<file path="src/rtl/apple2_disk_pkg.sv">
// Shared constants, widths and loader state encoding for the Disk II track loader.
package apple2_disk_pkg;
  localparam int TRACK_BYTES = 6656;
  localparam int NUM_TRACKS  = 35;
  localparam int IMG_ADDR_W  = 18;
  localparam int TRK_ADDR_W  = 14;
  localparam int OFS_W       = 13;

  typedef enum logic [1:0] {IDLE, SETTLE, FETCH, FILL} loader_state_t;

  // 6656 = 4096 + 2048 + 512, so the track base needs no multiplier
  function automatic logic [IMG_ADDR_W-1:0] track_base(input logic [5:0] t);
    logic [IMG_ADDR_W-1:0] tw;
    tw = IMG_ADDR_W'(t);
    return (tw << 12) + (tw << 11) + (tw << 9);
  endfunction
endpackage

</file>
<file path="src/rtl/apple2_disk_track_loader.sv">
// Copies the nibble track under the head from the image store into the controller's
// track RAM, after the head position has been stable for SETTLE_CYCLES.
module apple2_disk_track_loader
  import apple2_disk_pkg::*;
#(
  parameter int SETTLE_CYCLES = 1024
) (
  input  logic                  clk_14m,
  input  logic                  reset,
  input  logic [5:0]            track,
  input  logic                  image_present,
  output logic [IMG_ADDR_W-1:0] img_addr,
  output logic                  img_rd_req,
  input  logic                  img_rd_valid,
  input  logic [7:0]            img_rd_data,
  output logic [TRK_ADDR_W-1:0] ram_write_addr,
  output logic [7:0]            ram_di,
  output logic                  ram_we,
  output logic                  busy,
  output logic                  track_valid,
  output logic [5:0]            loaded_track
);
  localparam int CNT_W = $clog2(SETTLE_CYCLES + 1);
  localparam logic [CNT_W-1:0] CNT_LOAD = CNT_W'(SETTLE_CYCLES - 1);
  localparam logic [OFS_W-1:0] LAST_OFS = OFS_W'(TRACK_BYTES - 1);
  localparam logic [5:0]       TRK_LIM  = 6'(NUM_TRACKS);

  loader_state_t         state, state_nxt;
  logic [CNT_W-1:0]      cnt, cnt_nxt;
  logic [5:0]            target, target_nxt;
  logic [IMG_ADDR_W-1:0] base, base_nxt;
  logic [OFS_W-1:0]      offset, offset_nxt;
  logic                  abort, abort_nxt;
  logic [IMG_ADDR_W-1:0] img_addr_nxt;
  logic                  img_rd_req_nxt;
  logic [TRK_ADDR_W-1:0] ram_write_addr_nxt;
  logic [7:0]            ram_di_nxt;
  logic                  ram_we_nxt;
  logic                  track_valid_nxt;
  logic [5:0]            loaded_track_nxt;
  logic                  leave, do_exit, do_done;

  always_comb begin
    state_nxt          = state;
    cnt_nxt            = cnt;
    target_nxt         = target;
    base_nxt           = base;
    offset_nxt         = offset;
    abort_nxt          = abort;
    img_addr_nxt       = img_addr;
    img_rd_req_nxt     = img_rd_req;
    ram_write_addr_nxt = ram_write_addr;
    ram_di_nxt         = ram_di;
    ram_we_nxt         = 1'b0;
    track_valid_nxt    = track_valid;
    loaded_track_nxt   = loaded_track;
    leave              = !image_present || (track != target);
    do_exit            = 1'b0;
    do_done            = 1'b0;

    case (state)
      IDLE: begin
        if (!image_present) track_valid_nxt = 1'b0;
        else if (!track_valid || track != loaded_track) begin
          state_nxt       = SETTLE;
          target_nxt      = track;
          cnt_nxt         = CNT_LOAD;
          track_valid_nxt = 1'b0;
        end
      end
      SETTLE: begin
        if (!image_present) do_exit = 1'b1;
        else if (track != target) begin
          target_nxt = track;
          cnt_nxt    = CNT_LOAD;
        end else if (cnt == '0) begin
          base_nxt   = track_base(target);
          offset_nxt = '0;
          if (target < TRK_LIM) begin
            state_nxt      = FETCH;
            img_rd_req_nxt = 1'b1;
            img_addr_nxt   = track_base(target);
          end else begin
            state_nxt = FILL;
          end
        end else begin
          cnt_nxt = cnt - CNT_W'(1);
        end
      end
      FETCH: begin
        if (!img_rd_req) begin
          if (leave) do_exit = 1'b1;
          else begin
            img_rd_req_nxt = 1'b1;
            img_addr_nxt   = base + IMG_ADDR_W'(offset);
          end
        end else if (!img_rd_valid) begin
          // a request in flight must complete; remember to throw its byte away
          abort_nxt = abort | leave;
        end else begin
          img_rd_req_nxt = 1'b0;
          abort_nxt      = 1'b0;
          if (abort || leave) do_exit = 1'b1;
          else begin
            ram_we_nxt         = 1'b1;
            ram_di_nxt         = img_rd_data;
            ram_write_addr_nxt = TRK_ADDR_W'(offset);
            if (offset == LAST_OFS) do_done = 1'b1;
            else offset_nxt = offset + OFS_W'(1);
          end
        end
      end
      FILL: begin
        if (leave) do_exit = 1'b1;
        else begin
          ram_we_nxt         = 1'b1;
          ram_di_nxt         = 8'h00;
          ram_write_addr_nxt = TRK_ADDR_W'(offset);
          if (offset == LAST_OFS) do_done = 1'b1;
          else offset_nxt = offset + OFS_W'(1);
        end
      end
      default: state_nxt = IDLE;
    endcase

    if (do_exit) begin
      track_valid_nxt = 1'b0;
      if (!image_present) state_nxt = IDLE;
      else begin
        state_nxt  = SETTLE;
        target_nxt = track;
        cnt_nxt    = CNT_LOAD;
      end
    end
    if (do_done) begin
      state_nxt        = IDLE;
      loaded_track_nxt = target;
      track_valid_nxt  = 1'b1;
    end
  end

  always_ff @(posedge clk_14m) begin
    if (reset) begin
      state          <= IDLE;
      cnt            <= '0;
      target         <= '0;
      base           <= '0;
      offset         <= '0;
      abort          <= 1'b0;
      img_addr       <= '0;
      img_rd_req     <= 1'b0;
      ram_write_addr <= '0;
      ram_di         <= '0;
      ram_we         <= 1'b0;
      track_valid    <= 1'b0;
      loaded_track   <= '0;
    end else begin
      state          <= state_nxt;
      cnt            <= cnt_nxt;
      target         <= target_nxt;
      base           <= base_nxt;
      offset         <= offset_nxt;
      abort          <= abort_nxt;
      img_addr       <= img_addr_nxt;
      img_rd_req     <= img_rd_req_nxt;
      ram_write_addr <= ram_write_addr_nxt;
      ram_di         <= ram_di_nxt;
      ram_we         <= ram_we_nxt;
      track_valid    <= track_valid_nxt;
      loaded_track   <= loaded_track_nxt;
    end
  end

  assign busy = (state != IDLE);
endmodule

</file>
<file path="config.mk">
export PLATFORM = sky130hd
export DESIGN_NAME = apple2_disk_track_loader
export DESIGN_NICKNAME = d
export VERILOG_FILES = /design/src/rtl/apple2_disk_pkg.sv /design/src/rtl/apple2_disk_track_loader.sv
export SDC_FILE = /design/constraint.sdc
export NUM_CORES = 1
export LEC_CHECK = 0
export ABC_CLOCK_PERIOD_IN_PS = 2850
export BUFFER_PORTS_ARGS = -buffer_cell sky130_fd_sc_hd__buf_2
export CAP_MARGIN = 20
export CORE_MARGIN = 1
export CORE_UTILIZATION = 40
export CTS_BUF_LIST = sky130_fd_sc_hd__clkbuf_4
export CTS_CLUSTER_SIZE = 12
export DETAILED_ROUTE_END_ITERATION = 8
export PLACE_DENSITY = 0.71
export SLEW_MARGIN = 20
export SYNTH_ARGS = -nofsm -noshare
export SYNTH_HDL_FRONTEND = slang
export SYNTH_SLANG_ARGS = --single-unit
</file>
<file path="constraint.sdc">
create_clock -name clk_14m -period 2.85 [get_ports clk_14m]
set_clock_uncertainty 0.2 [all_clocks]
set_input_delay 0.4275 -clock clk_14m [delete_from_list [all_inputs] [get_ports clk_14m]]
set_output_delay 0.4275 -clock clk_14m [all_outputs]
set_load 0.02 [all_outputs]
</file>
# Word level (Yosys, flattened, before mapping)
# Cells that the tools add are included.
# word_totals
out_inout_bits,50
elab_cells,145
reg_bits,100
# classes
n_addsub,5
order_cmp,1
mux,80
eq_ne,22
n_reduce_logical,22
bitwise,2
# ops
op,count
$mux W18,6
$mux W13,8
$mux W11,7
$mux W14,4
$pmux W13 S3,1
$mux W6,6
$pmux W18 S2,1
$mux W8,4
$mux W1,28
$pmux W14 S2,1
$pmux W11 S2,1
$ne A2 B2 Y1 const B,10
$add A18 B13 Y18,1
$add A18 B15 Y18,1
$add A18 B17 Y18,1
$pmux W8 S2,1
$ne A3 B3 Y1 const B,5
$add A13 B1 Y13 const B,1
$eq A13 B13 Y1 const B,1
$mux W2,6
$ne A6 B6 Y1,2
$pmux W6 S2,1
$logic_not A11 Y1,1
$sub A11 B1 Y11 const B,1
other kinds (21),33

# Logic depth before layout (Yosys ltp)
# Gate-level depths: netlist of the first run.
# logic_depth
depth_word,9
depth_mapped,11
ltp_nobuf,10

# Worst setup path after synthesis of the first run
# No wires, ideal clock.
# synth_timing
path_kind,register to register
start,register target[0]
end,register img_addr[16]
arrival_time_ps,2285
path_slack_ps,243
setup_time_ps,122
synth_period_minus_slack_ps,2607
path_stages_with_launch,11
cell_sequence,dfxtp_1 > fa_1 > ha_1 > inv_1 > fa_1 > inv_1 > a21o_1 > a21oi_1 > xnor2_1 > and4_1 > a311o_1
# synth_via
elab_chain_cells,7
word_cells_on_any_way,14
cone_classes,2 x add/sub; 1 x order compare; 4 x eq/ne; 5 x mux; 2 x reduce/logical
# synth_rtl
item,line,text
start: declaration,apple2_disk_track_loader.sv:30,"logic [5:0] target, target_nxt;"
start signal: assignment,apple2_disk_track_loader.sv:160,target <= target_nxt;
$add A18 B17 Y18,apple2_disk_pkg.sv:15,return (tw << 12) + (tw << 11) + (tw << 9);
$add A18 B15 Y18,apple2_disk_pkg.sv:15,
$mux W18,apple2_disk_track_loader.sv:79,if (target < TRK_LIM) begin
$mux W18,apple2_disk_track_loader.sv:76,end else if (cnt == '0) begin
$mux W18,apple2_disk_track_loader.sv:73,else if (track != target) begin
$mux W18,apple2_disk_track_loader.sv:72,if (!image_present) do_exit = 1'b1;
$pmux W18 S2,apple2_disk_track_loader.sv:61,case (state)
end signal: assignment,apple2_disk_track_loader.sv:164,img_addr <= img_addr_nxt;
end: declaration,apple2_disk_track_loader.sv:12,"output logic [IMG_ADDR_W-1:0] img_addr,"
# Parallel ways exist; a longest one is shown, timed or not. The select of a mux whose other input is x is not followed.
# A chain may end at the register's enable or synchronous reset.

# Worst setup path after layout of the first run
# layout_timing
start,register target[1]
end,register img_addr[16]
# The elaborated chain is that of the path after synthesis.

==> flow_metrics.env, run 1 <==
export IMPL_status="finished, violations left"
export IMPL_violations="design-rule violations"
export IMPL_final_cells=806
export IMPL_holdPathStages=2
export IMPL_h_tree_depth=3
export IMPL_place_area_um2=5330
export IMPL_root_buffer="clkbuf_4"
export IMPL_critPathArrivalTime_ns=2.88
export IMPL_worstHoldPathType="input port to flip-flop"
export IMPL_die_x_um=112
export IMPL_ctsLongestPathBuffers=2
export IMPL_synth_compound_area_frac=0.208
export IMPL_drt_iter0_drc=279
export IMPL_via_count=4467
export IMPL_worstPathMaxFanout=8
export IMPL_dp_cells=786
export IMPL_drive_above_1_share=0.179
export IMPL_die_h_um=112
export IMPL_viasPerCell=5.54
export IMPL_synth_top_family_by_area="simple AND/OR/NAND/NOR gates"
export IMPL_synth_edf_count=0
export IMPL_tightestPinTransition_ns=0.683
export IMPL_setup_tns_final_ns=0
export IMPL_core_um2=11600
export IMPL_clock_latency_ns=0.47
export IMPL_yosys_cell_types_count=65
export IMPL_cts_sinks=90
export IMPL_postLayoutCellArea_um2=5510
export IMPL_dieArea_um2=12500
export IMPL_drv_slew=0
export IMPL_min_period_ns=2.69
export IMPL_rows=39
export IMPL_yosys_top_cells_area="dfxtp_1 (37%), nand2_1 (7.3%), a21oi_1 (7.0%)"
export IMPL_ff2ff_path_depth=10
export IMPL_rsz0062_at_grt="false"
export IMPL_first_pass_iters=6
export IMPL_io_buffer_count=66
export IMPL_layout_worst_path_cycle_share=0.945
export IMPL_grt_usage=0.202
export IMPL_dominantRegCellSynth="dfxtp_1"
export IMPL_synth_mux_area_frac=0.0208
export IMPL_start_kind="flip-flop"
export IMPL_synth_xor_area_share=0.0455
export IMPL_hold_ws_ns=0.0239
export IMPL_diodes=0
export IMPL_p_per_area_nw_per_um2=425
export IMPL_crit_type="flip-flop to flip-flop"
export IMPL_r2r_start="target[1]$_SDFF_PP0_"
export IMPL_synthesis_nets=629
export IMPL_slowest_delay_ns=0.52
export IMPL_worst_ir_drop_vdd_uv=227
export IMPL_yosysWarnings=0
export IMPL_postCtsSetupBuffers=0
export IMPL_synthToLayoutAreaGrowth_pct=14.7
export IMPL_cts_tree="built"
export IMPL_cts_buffers=9
export IMPL_syn_inst=588
export IMPL_ys_ff_latch=90
export IMPL_slew_headroom=0.540
export IMPL_worst_setup_path_endpoint="img_addr[16]$_SDFFE_PP0P_"
export IMPL_grt_pass1_vias=4182
export IMPL_gp_congestion=0.927
export IMPL_clk_pin_slew_worst_paths_ns=0.15
export IMPL_overflow=0
export IMPL_yosys_area_top_type="dfxtp_1"
export IMPL_crit_slowest_cell="fa_1"
export IMPL_r2r_setup_slack_ns=0.16
export IMPL_synthAdderAreaFrac=0.0677
export IMPL_avgSynthCellArea_um2=8.18
export IMPL_cp_startpoint="target[1]$_SDFF_PP0_"
export IMPL_wl_mm=12.0
export IMPL_setup_viol=0
export IMPL_io_pins=68
export IMPL_synth_top_area_frac=0.375
export IMPL_timing_fmax_mhz=371
export IMPL_yosysSeqAreaShare=0.375
export IMPL_wl_per_cell_um=14.9
export IMPL_async_reset_ff_frac=0
export IMPL_hold_violations=0
export IMPL_leakagePower_nw=2.17
export IMPL_antenna_found_initial=0
export IMPL_start_util=0.416
export IMPL_yosys_area_share_simple=0.228
export IMPL_syn_area_um2=4810
export IMPL_drc=9
export IMPL_drv_cap=0
export IMPL_worstPathRequired_ns=3.04
export IMPL_grt_pass1_wl_mm=20.3
export IMPL_cp_cell_sequence="fa_1, ha_1, inv_1, fa_1, inv_1, a21o_1, a21oi_1, xnor2_1, and4_1, a311o_1"
export IMPL_r2r_end="img_addr[16]$_SDFFE_PP0P_"
export IMPL_worstSetupEndpointType="flip-flop"
export IMPL_detail_route_antenna_nets=0
export IMPL_layout_nets=699
export IMPL_grt_max_degree=39
export IMPL_dp_hpwl_mm=8.86
## routing by layer
metal | wire (µm) | GRT usage
met1 | 5610 | 0.262
met2 | 5510 | 0.331
met3 | 607 | 0.0348
met4 | 272 | 0.0829
met5 | 0 | 0
## worst min path at each step
| stage | from | endpoint | slack, ns |
|---|---|---|---|
| 2_1_floorplan | cnt[10]$_SDFF_PP0_ | cnt[10]$_SDFF_PP0_ | 0.23 |
| 3_3_place_gp | ram_di[6]$_SDFFE_PP0P_ | ram_di[6]$_SDFFE_PP0P_ | 0.24 |
| 3_5_place_dp | ram_di[1]$_SDFFE_PP0P_ | ram_di[1]$_SDFFE_PP0P_ | 0.24 |
| 4_1_cts | img_rd_data[3] | ram_di[3]$_SDFFE_PP0P_ | 0.002 |
| 5_1_grt | img_rd_data[2] | ram_di[2]$_SDFFE_PP0P_ | 0.01 |
| 6_report | track[2] | target[2]$_SDFF_PP0_ | 0.02 |
## flip-flops by register name, indices dropped and copies added (netlist names)
name	flops
abort	1
img_rd_req	1
offset	13
target	6
ram_di	8
base	9
loaded_track	6
cnt	11
track_valid	1
state	2
ram_we	1
ram_write_addr	13
img_addr	18
## placed cells by master, fill, tap and decap left out, types with 18 or more instances in the layout
master	count
a21oi_1	66
inv_1	27
nand2_1	93
buf_4	22
dfxtp_1	88
o21ai_0	18
nand3_1	31
nor2_1	38
xnor2_1	23
ha_1	18
buf_2	66
## power breakdown
group,total [mW],switching [mW],internal (mW)
Sequential,1.32,0.0350,1.28
Clock,0.737,0.459,0.279
Combinational,0.292,0.173,0.119
Total,2.34,0.667,1.68
## critical path: cells and delay by family (launching register included)
family,cells,cell delay [ns]
buf+inv,2,0.13
simple gates,1,0.20
fa+ha+maj,3,1.11
compound gates,3,0.43
xor+xnor,1,0.14
flops,1,0.41
## Yosys cell counts, drive strengths merged, types with 4 or more instances
master    n
a31oi     8
o21ai    18
a2111oi   5
nor4      4
inv      27
o31ai     5
a22o      4
buf      12
nand2    93
nor3     15
a21oi    67
nand4     7
dfxtp    90
a211oi    8
clkbuf   21
nand2b    5
fa        5
ha       18
nor2     40
a21o      7
a311oi    5
mux2i    10
and3      5
nand3    31
or4       4
a21boi    4
or3       7
xnor2    23
## area by class of cell
type	count	area, µm²
timing repair buffer	92	536
clock buffer	10	75.1
tap	143	179
sequential	90	1800
multi-input combinational	438	2750
inverter	27	101
clock inverter	6	65.1
fill	1155	6050
## stage by stage
step / util / setup WS [ns] / total power, mW
2_1_floorplan: - / 0.243 / 1.55
3_3_place_gp: 0.460 / 0.164 / 1.62
3_5_place_dp: 0.460 / 0.0758 / 1.63
4_1_cts: 0.476 / 0.0613 / 2.36
5_1_grt: 0.477 / 0.0162 / 2.46
6_report: 0.477 / 0.156 / 2.34
## cells by family (layout without fill, tap and decap cells)
group / after synthesis / count (layout)
AOI/OAI and AO/OA: 154 / 154
other: 1 / 1
buffers and inverters: 60 / 135
and+or+nand+nor: 225 / 225
DFF: 90 / 90
muxes: 10 / 10
adders and majority gates: 23 / 23
xor gates and xnor gates: 25 / 25
## timing repair
action	in CTS	in global routing
gates resized for setup	0	3
hold buffers	4	0
setup endpoints to repair	0	3
endpoints found under the hold margin	4	0
(Power assumes the default switching activity.)
==> run 2, diff against run 1 <==
ABC_CLOCK_PERIOD_IN_PS = 2600   (was 2850)
MAX_ROUTING_LAYER = met4   (was default)
clock period = 2.6 ns   (was 2.85 ns; I/O delays follow)
==> flow_metrics.env, run 2 (same netlist as run 1, synthesis figures left out) <==
export IMPL_worstSetupEndpointType="flip-flop"
export IMPL_min_period_ns=2.53
export IMPL_overflow=0
export IMPL_root_buffer="clkbuf_4"
export IMPL_dieArea_um2=12500
export IMPL_nFillCells=1087
export IMPL_rows=39
export IMPL_clock_latency_ns=0.45
export IMPL_grt_usage=0.212
export IMPL_h_tree_depth=3
export IMPL_p_per_area_nw_per_um2=473
export IMPL_register_area_um2=1810
export IMPL_multiInputGateArea_um2=2790
export IMPL_cts_sinks=90
export IMPL_crit_slowest_cell="fa_1"
export IMPL_violations="design-rule violations"
export IMPL_core_um2=11600
export IMPL_antenna_found_initial=1
export IMPL_drt_iter0_drc=287
export IMPL_path_common_cell="inv_2"
export IMPL_timing_fmax_mhz=395
export IMPL_drc=8
export IMPL_viasPerCell=5.52
export IMPL_dp_hpwl_mm=9.19
export IMPL_grt_max_degree=33
export IMPL_critPathBufInv=2
export IMPL_place_area_um2=5470
export IMPL_critical_path_top_delay_family="adder cells"
export IMPL_layout_worst_path_cycle_share=0.975
export IMPL_ff2ff_path_depth=10
export IMPL_synthToLayoutAreaGrowth_pct=21.3
export IMPL_worst_ir_drop_vdd_uv=217
export IMPL_holdPathStages=2
export IMPL_die_x_um=112
export IMPL_layout_nets=726
export IMPL_via_count=4600
export IMPL_leakagePower_nw=2.32
export IMPL_postLayoutCellArea_um2=5830
export IMPL_io_pins=68
export IMPL_io_buffer_count=66
export IMPL_setup_tns_final_ns=0
export IMPL_pre_cts_ws_ns=-0.0402
export IMPL_layout_common_cells="nand2_1 (93), dfxtp_1 (84), buf_2 (66), a21oi_1 (65), buf_4 (41)"
export IMPL_reg_largest_list="img_addr x18, offset x13, ram_write_addr x13"
export IMPL_gp_congestion=0.925
export IMPL_r2r_setup_slack_ns=0.07
export IMPL_drv_slew=0
export IMPL_worstHoldPathType="input port to flip-flop"
export IMPL_hold_end="target[1]$_SDFF_PP0_"
export IMPL_r2r_end="img_addr[16]$_SDFFE_PP0P_"
export IMPL_cts_buffers=9
export IMPL_die_h_um=112
export IMPL_min_delay_start="track[1]"
export IMPL_r2r_start="target[1]$_SDFF_PP0_"
export IMPL_hold_violations=0
export IMPL_drive_above_1_share=0.225
export IMPL_grt_pass1_wl_mm=20.7
export IMPL_setup_viol=0
export IMPL_cts_tree="built"
export IMPL_top_register="img_addr"
export IMPL_rsz0062_at_grt="true"
export IMPL_start_kind="flip-flop"
export IMPL_cp_cell_sequence="fa_1, ha_2, inv_2, fa_2, inv_2, a21o_1, a21oi_1, xnor2_1, and4_1, a311o_1"
export IMPL_setup_slack_ns=0.0660
export IMPL_status="finished, violations left"
export IMPL_crit_type="flip-flop to flip-flop"
export IMPL_wl_per_cell_um=15.1
export IMPL_slew_headroom=0.501
export IMPL_worstPathRequired_ns=2.76
export IMPL_tightestPinTransition_ns=0.740
export IMPL_grt_pass1_vias=4398
export IMPL_layout_commonest_cell="nand2_1"
export IMPL_drv_cap=0
export IMPL_ctsLongestPathBuffers=2
export IMPL_start_util=0.416
export IMPL_wl_mm=12.6
export IMPL_slowest_delay_ns=0.52
export IMPL_worstPathMaxFanout=4
export IMPL_clk_pin_slew_worst_paths_ns=0.15
export IMPL_first_pass_iters=7
export IMPL_critPathArrivalTime_ns=2.70
export IMPL_detail_route_antenna_nets=0
export IMPL_largest_register_ffs=18
-- run 2: cell types whose count changed in the layout (fill, tap and decap cells not counted), moves of 2 or more --
cell / previous run / this run
dfxtp_1: 88 / 84
dfxtp_2: 2 / 4
inv_1: 27 / 24
ha_2: 0 / 2
ha_1: 18 / 16
inv_2: 0 / 3
buf_4: 22 / 41
dfxtp_4: 0 / 2
clkinv_2: 2 / 0
dlygate4sd3_1: 4 / 11
-- run 2: per-layer routing --
layer / GRT usage / vias up / part of all wire
met4: 0.0766 / 0 / 0.015
li1: - / 2279 / -
met5: - / - / 0
met2: 0.343 / 145 / 0.47
met3: 0.0327 / 22 / 0.051
met1: 0.267 / 2154 / 0.46
-- run 2: how the worst max path moves through the flow --
stage / startpoint / slack (ns) / depth (start not counted) / end
2_1_floorplan: target[1]$_SDFF_PP0_ / 0.008 / 10 / img_addr[16]$_SDFFE_PP0P_
3_3_place_gp: target[1]$_SDFF_PP0_ / 0.02 / 8 / img_addr[16]$_SDFFE_PP0P_
3_5_place_dp: target[1]$_SDFF_PP0_ / -0.04 / 10 / img_addr[16]$_SDFFE_PP0P_
4_1_cts: target[0]$_SDFF_PP0_ / -0.005 / 10 / img_addr[16]$_SDFFE_PP0P_
5_1_grt: target[1]$_SDFF_PP0_ / -0.03 / 10 / img_addr[16]$_SDFFE_PP0P_
6_report: target[1]$_SDFF_PP0_ / 0.07 / 10 / img_addr[16]$_SDFFE_PP0P_
-- run 2: area by class of cell --
class                      instances  area share
inverter                          27      0.0174
multi-input combinational        438       0.479
clock buffer                      10      0.0129
tap                              143      0.0307
sequential                        90       0.311
antenna                            1    0.000429
clock inverter                     6      0.0165
timing repair buffer             119       0.132
-- run 2: through the flow --
step	instances	utilization	power (mW)	hold slack (ns)
after floorplan	588	-	1.69	0.232
after global placement	803	0.473	1.80	0.236
after detailed placement	803	0.473	1.81	0.242
after CTS	828	0.496	2.76	0.000603
after global routing	834	0.504	2.89	0.00487
final	834	0.504	2.76	0.0146
-- run 2: timing repair --
item / in CTS / in global routing
setup endpoints to repair: 6 / 19
hold buffers: 9 / 2
buffers inserted: 0 / 3
pin swaps: 0 / 7
resized for setup: 4 / 20
endpoints found under the hold margin: 9 / 2
-- run 2: worst register-to-register path, cell delays in order, from the launching register on --
cell	delay [ns]
dfxtp_4	0.39
fa_1	0.52
ha_2	0.18
inv_2	0.04
fa_2	0.36
inv_2	0.05
a21o_1	0.09
a21oi_1	0.07
xnor2_1	0.14
and4_1	0.15
a311o_1	0.26
-- run 2: power breakdown --
group / internal (mW) / leakage (nW) / total (mW) / switching, mW
sequential: 1.40 / 0.732 / 1.44 / 0.0340
clock: 0.415 / 0.0895 / 0.935 / 0.520
combinational: 0.168 / 1.50 / 0.385 / 0.218
total: 1.99 / 2.32 / 2.76 / 0.772
==> run 3, diff against run 2 <==
ABC_CLOCK_PERIOD_IN_PS = 3200   (was 2600)
clock period = 3.2 ns   (was 2.6 ns; I/O delays follow)
==> flow_metrics.env, run 3 (same netlist as run 1, synthesis figures left out) <==
export IMPL_status="finished, violations left"
export IMPL_violations="design-rule violations"
export IMPL_first_pass_iters=6
export IMPL_io_pins=68
export IMPL_grt_pass1_vias=4166
export IMPL_drt_iter0_drc=359
export IMPL_wl_mm=12.2
export IMPL_dieArea_um2=12500
export IMPL_antenna_found_initial=1
export IMPL_min_period_ns=2.94
export IMPL_h_tree_depth=3
export IMPL_crit_slowest_cell="dfxtp_1"
export IMPL_dp_hpwl_mm=9.00
export IMPL_setup_tns_final_ns=0
export IMPL_worstPathRequired_ns=3.38
export IMPL_rows=39
export IMPL_setup_viol=0
export IMPL_viasPerCell=5.63
export IMPL_topRoutingLayerUsed="met4"
export IMPL_p_switching_uw=584
export IMPL_io_buffer_count=66
export IMPL_drc=9
export IMPL_cts_tree="built"
export IMPL_top_register="img_addr"
export IMPL_switching_share=0.264
export IMPL_cts_sinks=90
export IMPL_finalPower_mw=2.22
export IMPL_leakagePower_nw=2.12
export IMPL_r2r_start="target[1]$_SDFF_PP0_"
export IMPL_drive_above_1_share=0.159
export IMPL_min_delay_start="img_rd_data[7]"
export IMPL_rsz0062_at_grt="false"
export IMPL_slowest_delay_ns=0.59
export IMPL_wl_met2_mm=5.91
export IMPL_die_x_um=112
export IMPL_clk_pin_slew_worst_paths_ns=0.14
export IMPL_combPwrFrac=0.110
export IMPL_detail_route_antenna_nets=0
export IMPL_grt_max_degree=32
export IMPL_via_count=4462
export IMPL_p_per_area_nw_per_um2=408
export IMPL_layout_worst_path_cycle_share=0.920
export IMPL_cts_buffers=9
export IMPL_seqPwrFrac=0.530
export IMPL_cp_cell_sequence="xnor2_1, and4_1, a41oi_2, a2111o_1, or3_1, a21oi_1"
export IMPL_nFillCells=1128
export IMPL_place_area_um2=5240
export IMPL_intPower_mw=1.63
export IMPL_tightestPinTransition_ns=0.693
export IMPL_reg_largest_list="img_addr x18, offset x13, ram_write_addr x13"
export IMPL_slew_headroom=0.533
export IMPL_crit_type="flip-flop to flip-flop"
export IMPL_grt_usage=0.207
export IMPL_cts_resized_gates=0
export IMPL_core_um2=11600
export IMPL_wl_met1_mm=5.59
export IMPL_worstHoldPathType="input port to flip-flop"
export IMPL_layout_nets=684
export IMPL_worstSetupEndpointType="flip-flop"
export IMPL_start_util=0.416
export IMPL_layout_common_cells="nand2_1 (93), dfxtp_1 (90), a21oi_1 (67), buf_2 (66), nor2_1 (38)"
export IMPL_die_h_um=112
export IMPL_worst_ir_drop_vdd_uv=194
export IMPL_postLayoutCellArea_um2=5430
export IMPL_start_kind="flip-flop"
export IMPL_root_buffer="clkbuf_4"
export IMPL_synthToLayoutAreaGrowth_pct=12.9
export IMPL_ctsLongestPathBuffers=2
export IMPL_grt_pass1_wl_mm=20.2
export IMPL_gp_congestion=0.863
export IMPL_worstPathMaxFanout=9
export IMPL_ctsHoldBuffers=0
export IMPL_wl_per_cell_um=15.4
export IMPL_drv_slew=0
export IMPL_cp_startpoint="target[1]$_SDFF_PP0_"
export IMPL_hold_violations=0
export IMPL_drv_cap=0
export IMPL_postCtsSetupBuffers=0
export IMPL_dr_wl_met3_um=544
export IMPL_clock_latency_ns=0.45
export IMPL_clock_power_share=0.360
export IMPL_timing_fmax_mhz=340
export IMPL_critPathArrivalTime_ns=3.12
export IMPL_overflow=0
export IMPL_layout_commonest_cell="nand2_1"
export IMPL_largest_register_ffs=18
run 3: per-layer routing:
| metal | up-vias | GRT usage |
|---|---|---|
| li1 | 2191 | - |
| met1 | 2129 | 0.255 |
| met2 | 133 | 0.342 |
| met3 | 9 | 0.0359 |
| met4 | 0 | 0.0703 |
| met5 | - | - |
run 3: layout make-up:
type                            instances  area (µm²)  share of cell area
Tap cell                              143         179              0.0330
Sequential cell                        90        1800               0.332
Antenna cell                            1        2.50            0.000461
Inverter                               27         101              0.0187
Multi-Input combinational cell        438        2750               0.506
Timing Repair Buffer                   77         413              0.0761
Clock inverter                          7         115              0.0212
Clock buffer                            9        67.6              0.0124
run 3: stage by stage:
stage          worst slack [ns]  std cells  hold WS [ns]   util
6_report                  0.257        792        0.0687  0.469
5_1_grt                   0.117        792        0.0396  0.469
3_5_place_dp              0.297        775         0.242  0.453
2_1_floorplan             0.593        588         0.232      -
4_1_cts                   0.301        791        0.0416  0.469
3_3_place_gp              0.393        775         0.236  0.453
run 3: power by group through the flow:
stage / logic, mW / clock network, mW / registers [mW]
2_1_floorplan: 0.189 / 0 / 1.19
3_3_place_gp: 0.236 / 0 / 1.20
3_5_place_dp: 0.241 / 0 / 1.20
4_1_cts: 0.242 / 0.822 / 1.17
5_1_grt: 0.271 / 0.867 / 1.18
6_report: 0.243 / 0.797 / 1.18
run 3: final timing paths:
| path | slack, ns | to | depth (start not counted) |
|---|---|---|---|
| worst max-delay path | 0.26 | offset[9]$_SDFFE_PP0P_ | 6 |
| worst min register to register | 0.26 | ram_write_addr[8]$_SDFFE_PP0P_ | 2 |
| worst min-delay path | 0.07 | ram_di[7]$_SDFFE_PP0P_ | 3 |
| worst max register to register | 0.26 | offset[9]$_SDFFE_PP0P_ | 6 |
run 3: critical path, delay by kind of cell (launching register included):
| kind | cells | cell delay [ns] |
|---|---|---|
| AO/OA/AOI/OAI | 3 | 1.06 |
| flip-flops | 1 | 0.59 |
| AND/OR/NAND/NOR | 2 | 0.83 |
| XOR/XNOR | 1 | 0.20 |
